File: src/rtl/pipe_pkg.sv
// Shared pipeline encodings for the MIPS core.
// Write-back source codes, load type codes and register constants.
package pipe_pkg;

    typedef enum logic [1:0] {
        WB_ALU  = 2'b00,
        WB_LOAD = 2'b01,
        WB_LINK = 2'b10
    } wbsel_e;

    typedef enum logic [2:0] {
        LD_W  = 3'b000,
        LD_B  = 3'b001,
        LD_BU = 3'b010,
        LD_H  = 3'b011,
        LD_HU = 3'b100
    } ldtype_e;

    localparam logic [4:0] REG_ZERO = 5'd0;

endpackage

File: src/rtl/load_ext.sv
// Load formatter: picks the addressed big-endian byte/half and extends it.
// Ports: ldtype, addr_lo, mem in; data, misalign, illegal out (combinational).
module load_ext
    import pipe_pkg::*;
(
    input  logic [2:0]  ldtype,
    input  logic [1:0]  addr_lo,
    input  logic [31:0] mem,
    output logic [31:0] data,
    output logic        misalign,
    output logic        illegal
);

    logic [7:0]  byte_sel;
    logic [15:0] half_sel;

    // Big-endian lanes: offset 0 is the most significant byte.
    always_comb begin
        byte_sel = mem[31:24];
        case (addr_lo)
            2'd0:    byte_sel = mem[31:24];
            2'd1:    byte_sel = mem[23:16];
            2'd2:    byte_sel = mem[15:8];
            default: byte_sel = mem[7:0];
        endcase
    end

    assign half_sel = addr_lo[1] ? mem[15:0] : mem[31:16];

    always_comb begin
        data     = '0;
        misalign = 1'b0;
        illegal  = 1'b0;
        case (ldtype)
            LD_W: begin
                data     = mem;
                misalign = (addr_lo != 2'd0);
            end
            LD_B:  data = {{24{byte_sel[7]}}, byte_sel};
            LD_BU: data = {24'd0, byte_sel};
            LD_H: begin
                data     = {{16{half_sel[15]}}, half_sel};
                misalign = addr_lo[0];
            end
            LD_HU: begin
                data     = {16'd0, half_sel};
                misalign = addr_lo[0];
            end
            default: illegal = 1'b1;
        endcase
    end

endmodule

File: src/rtl/wb_stage.sv
// MEM/WB pipeline register and write-back formatter.
// Ports: clk, rst, stall, flush, in_* from MEM; we/wr/wd to regfile,
// valid_o, sticky err, retired counter. All outputs are flops.
module wb_stage
    import pipe_pkg::*;
#(
    parameter int XLEN = 32
) (
    input  logic            clk,
    input  logic            rst,
    input  logic            stall,
    input  logic            flush,
    input  logic            in_valid,
    input  logic            in_regwrite,
    input  logic [4:0]      in_wr,
    input  logic [1:0]      in_wbsel,
    input  logic [2:0]      in_ldtype,
    input  logic [1:0]      in_addr_lo,
    input  logic [XLEN-1:0] in_alu,
    input  logic [XLEN-1:0] in_mem,
    input  logic [XLEN-1:0] in_pc8,
    output logic            we,
    output logic [4:0]      wr,
    output logic [XLEN-1:0] wd,
    output logic            valid_o,
    output logic            err,
    output logic [31:0]     retired
);

    logic [31:0]     ld_data;
    logic            ld_misalign;
    logic            ld_illegal;
    logic [XLEN-1:0] wd_sel;
    logic            bad;
    logic            chk;
    logic            error;
    logic            we_next;
    logic [XLEN-1:0] wd_next;

    load_ext u_load_ext (
        .ldtype   (in_ldtype),
        .addr_lo  (in_addr_lo),
        .mem      (in_mem),
        .data     (ld_data),
        .misalign (ld_misalign),
        .illegal  (ld_illegal)
    );

    always_comb begin
        wd_sel = '0;
        bad    = 1'b0;
        case (in_wbsel)
            WB_ALU:  wd_sel = in_alu;
            WB_LOAD: begin
                wd_sel = ld_data;
                bad    = ld_misalign | ld_illegal;
            end
            WB_LINK: wd_sel = in_pc8;
            default: bad = 1'b1;
        endcase
    end

    // Errors only matter for instructions that would really write.
    assign chk     = in_valid & in_regwrite;
    assign error   = chk & bad;
    assign we_next = chk & (in_wr != REG_ZERO) & ~bad;
    assign wd_next = error ? '0 : wd_sel;

    always_ff @(posedge clk or posedge rst) begin
        if (rst) begin
            we      <= 1'b0;
            wr      <= '0;
            wd      <= '0;
            valid_o <= 1'b0;
            err     <= 1'b0;
            retired <= '0;
        end else if (flush) begin
            we      <= 1'b0;
            wr      <= '0;
            wd      <= '0;
            valid_o <= 1'b0;
        end else if (!stall) begin
            we      <= we_next;
            wr      <= in_wr;
            wd      <= wd_next;
            valid_o <= in_valid;
            err     <= err | error;
            if (in_valid)
                retired <= retired + 32'd1;
        end
    end

endmodule
File: config.mk
export PLATFORM = sky130hd
export DESIGN_NAME = wb_stage
export DESIGN_NICKNAME = d
export VERILOG_FILES = /design/src/rtl/pipe_pkg.sv /design/src/rtl/load_ext.sv /design/src/rtl/wb_stage.sv
export SDC_FILE = /design/constraint.sdc
export NUM_CORES = 1
export LEC_CHECK = 0
export ABC_AREA = 1
export CAP_MARGIN = 20
export CORE_UTILIZATION = 45
export DETAILED_ROUTE_END_ITERATION = 6
export PLACE_DENSITY = 0.81
export SLEW_MARGIN = 30
export SYNTH_ARGS = -nofsm -noshare
export SYNTH_HDL_FRONTEND = slang
export SYNTH_HIERARCHICAL = 1
export SYNTH_SLANG_ARGS = --single-unit
File: constraint.sdc
create_clock -name clk -period 2.7 [get_ports clk]
set_clock_uncertainty 0.2 [all_clocks]
set_input_delay 0.405 -clock clk [delete_from_list [all_inputs] [get_ports clk]]
set_output_delay 0.405 -clock clk [all_outputs]
set_load 0.005 [all_outputs]
==> results by group <==
Run status
  – Status: complete, but fails checks
  – Failing checks: design-rule violations

Yosys
  – Synth Instances: ~760
  – Yosys synthesis warning count: 6
  – Seq/Total Area, Yosys: 0.362
  – Cell Area, Synth: 4980 µm²
  – Synthesized flop and latch total: 72
  – Synth area leaders: dfrtp_1 (36%), nand2_1 (25%), nand3_1 (11%), nor2_1 (4.7%), inv_1 (3.2%)
  – Top-area cell type share of the netlist area: 0.362
  – Unique masters post-synth: 31
  – Syn_nets: approximately 870
  – Area leader, netlist: dfrtp_1
  – Synth Area per Inst: between 6 and 7 µm²

Timing
  – Final-report max-slew violation count: 0
  – Setup violators final: 0
  – Worst slew margin: 0.694
  – Period utilisation layout: 0.861
  – Slew @ Worst Pin: 458 ps
  – Peak Freq: 430 MHz
  – Post-route setup TNS: 0 ps
  – Fin crit period: 2320 ps
  – Final hold viol count: 0
  – Unrepaired setup endpoints after global routing: false

Global route
  – Met1 Use GR: 0.396
  – GRT overflow: 0
  – Number of global-route vias before repair: around 5,400
  – Routing usage on met2: 0.465
  – First-pass GRT wire length: between 20,000 and 30,000 µm
  – Largest net degree at the start of global routing: 40
  – M3 GR Usage: 0.0450
  – Antenna violations before repair: 0
  – Total track usage: 0.291
  – Most crowded layer after global routing: met2

Setup path
  – Slowest cell on the critical path: clkdlybuf4s50_1
  – Kind of critical path: input pin to flop
  – CP endpoint kind: flop
  – Worst path max stage delay: just over 500 ps
  – CP Cell Sequence: clkdlybuf4s50_1 > nor2_1 > nand2_1 > o21ai_2 > nand2_1 > a21oi_1 > nor2_1 > a21oi_1 > nand3_1 > buf_4 > nand3_1 > nand2_1
  – Crit path launch type: input pin
  – Levels on crit path: 12
  – CP arrival: 2370 ps
  – Critical path destination: wd[30]$_DFFE_PP0P_
  – CP startpoint: in_ldtype[1]
  – Crit path buf inv count: 2
  – Top Family by Delay on Critical Path: simple AND/OR/NAND/NOR gates
  – Critical Path RT: about 2700 ps
  – Crit path top cell by count: nand2_1
  – Critical path fanouts, max: 18
  – Reg2reg start: retired[0]$_DFFE_PP0P_
  – R2R setup slack: 950 ps
  – Worst reg2reg path depth: 8
  – R2r endpoint: retired[18]$_DFFE_PP0P_

Placement
  – Routability-driven placement congestion ratio: between 0.9 and 1
  – Port buffer count: 185
  – Post-detail-place hpwl: 12,800 µm

Power
  – Tot Pwr: ~3 mW
  – Peak VDD IR: approximately 0.0003 V
  – Leak Pwr: about 3.4 nW
  – Pwr dens: roughly 420 nW/µm²

Clock tree
  – Clk sinks: 72
  – Bufs on Longest Clock Path: 2
  – CTS tree: built
  – Cts repair resizes: 0
  – CTS Buf Count: 9
  – H-Tree Depth: 3
  – Worst skew pair latency: between 300 and 400 ps
  – Hold-fix buffers, CTS: 0
  – Clk slew on worst S/H paths: 90 ps
  – CTS root buffer: clkbuf_8
  – Post-CTS Repair Setup Buffers: 0

Job
  – # Max-Cap Violations: 0

Min path
  – HP Class: input pin to async pin

Detailed routing
  – Number of routed nets with antenna violations: 0
  – Via count: around 5,700
  – Routed Wire Length: ~16,000 µm
  – Drt wl/cell: around 15 µm
  – # DRC: 2
  – DRT Pass-1 Iters: 7
  – 1st-iter DRT viols: roughly 330
  – Drt via density: between 5 and 6

Die
  – Core Region: roughly 11,000 µm²
  – Die height: 107 µm
  – Starting density of the core: 0.462
  – Die width: between 100 and 150 µm
  – Site Rows: 38
  – Num ports: approximately 190
  – Die area: 11,500 µm²

Layout
  – # nets final: approximately 1,100
  – Area delta synth->final: 45.3%
  – Most common cell after layout, fill and taps aside: nand2_1
  – Fraction of layout instances using a drive strength above 1: 0.0823
  – Most frequent cells in the layout: nand2_1 (335), clkdlybuf4s50_1 (185), nand3_1 (105), dfrtp_1 (72), nor2_1 (59)
  – Antenna cell count: 0
==> Yosys cell counts <==
master,number
nor2_4,8
a22o_1,3
buf_6,8
clkinv_1,1
nand3_1,105
nor3_1,4
o21ai_1,3
dfrtp_1,72
inv_1,42
a21oi_1,17
xnor2_1,11
nand4_4,1
clkinv_2,1
ha_1,1
nand2_1,335
nand2_2,4
nand3b_1,6
xor2_1,6
clkbuf_1,9
o21ai_2,1
o21ai_0,8
buf_2,12
o211ai_1,3
nand2_4,1
buf_4,1
nand4_1,9
nor2_2,6
nor2_1,63
o21bai_1,1
inv_2,3
nand3_2,12
==> how the worst min path moves through the flow <==
stage / startpoint / end / slack [ps] / cells after the start
2_1_floorplan: valid_o$_DFFE_PP0P_ / valid_o$_DFFE_PP0P_ / 270 / 2
3_3_place_gp: valid_o$_DFFE_PP0P_ / valid_o$_DFFE_PP0P_ / 250 / 2
3_5_place_dp: wd[17]$_DFFE_PP0P_ / wd[17]$_DFFE_PP0P_ / 260 / 2
4_1_cts: rst / wd[19]$_DFFE_PP0P_ / 180 / 2
5_1_grt: rst / wd[19]$_DFFE_PP0P_ / 210 / 2
6_report: rst / wd[19]$_DFFE_PP0P_ / 170 / 2
==> logic make-up after synthesis <==
group / count (synthesis) / synth area share
AOI/OAI and AO/OA: 36 / 0.0412
xor gates and xnor gates: 17 / 0.0299
adders and majority gates: 1 / 0.00251
buffers and inverters: 77 / 0.0741
DFF: 72 / 0.362
and+or+nand+nor: 554 / 0.491
==> stage by stage <==
step / cells / setup WS, ps / hold slack [ps] / instance area [µm²] / utilization
after floorplan: 757 / 270 / 265 / 4980 / -
after global placement: 1072 / 148 / 253 / 6990 / 0.648
after detailed placement: 1072 / 46.9 / 264 / 6990 / 0.648
after CTS: 1088 / 420 / 178 / 7240 / 0.671
after global routing: 1088 / 165 / 209 / 7240 / 0.671
final: 1088 / 375 / 173 / 7240 / 0.671
==> sequential cells by signal (all words and copies together) (netlist names) <==
| register | cells |
|---|---|
| wd | 32 |
| valid_o | 1 |
| retired | 32 |
| wr | 5 |
| err | 1 |
| we | 1 |
==> worst register-to-register path, stage by stage, from the launching register on <==
cell     delay (ps)
dfrtp_1         400
ha_1            180
inv_1            50
nor2_1          220
nand2_1         160
nor2_4          160
nand2_2          90
o21ai_1         130
nand2_1          60
==> area by class of cell <==
| class | count | area, µm² |
|---|---|---|
| fillers | 947 | 3550 |
| multi-input cells | 608 | 2820 |
| repair buffers | 205 | 2010 |
| flip-flops and latches | 72 | 1800 |
| inverters | 47 | 178 |
| well taps | 140 | 175 |
| clock inverters | 7 | 128 |
| clock buffers | 9 | 124 |
==> where the power goes <==
group | leakage [nW] | internal [mW] | total (mW) | switching (mW)
Sequential | 0.969 | 1.15 | 1.22 | 0.0706
Clock | 0.126 | 0.627 | 1.08 | 0.450
Combinational | 2.33 | 0.397 | 0.756 | 0.358
==> routing by layer <==
layer  wire (µm)  part of all wire
met1        6970              0.43
met4         327             0.020
met5           0                 0
met3        1200             0.074
met2        7660              0.47
Power figures use the tool's default switching activity.
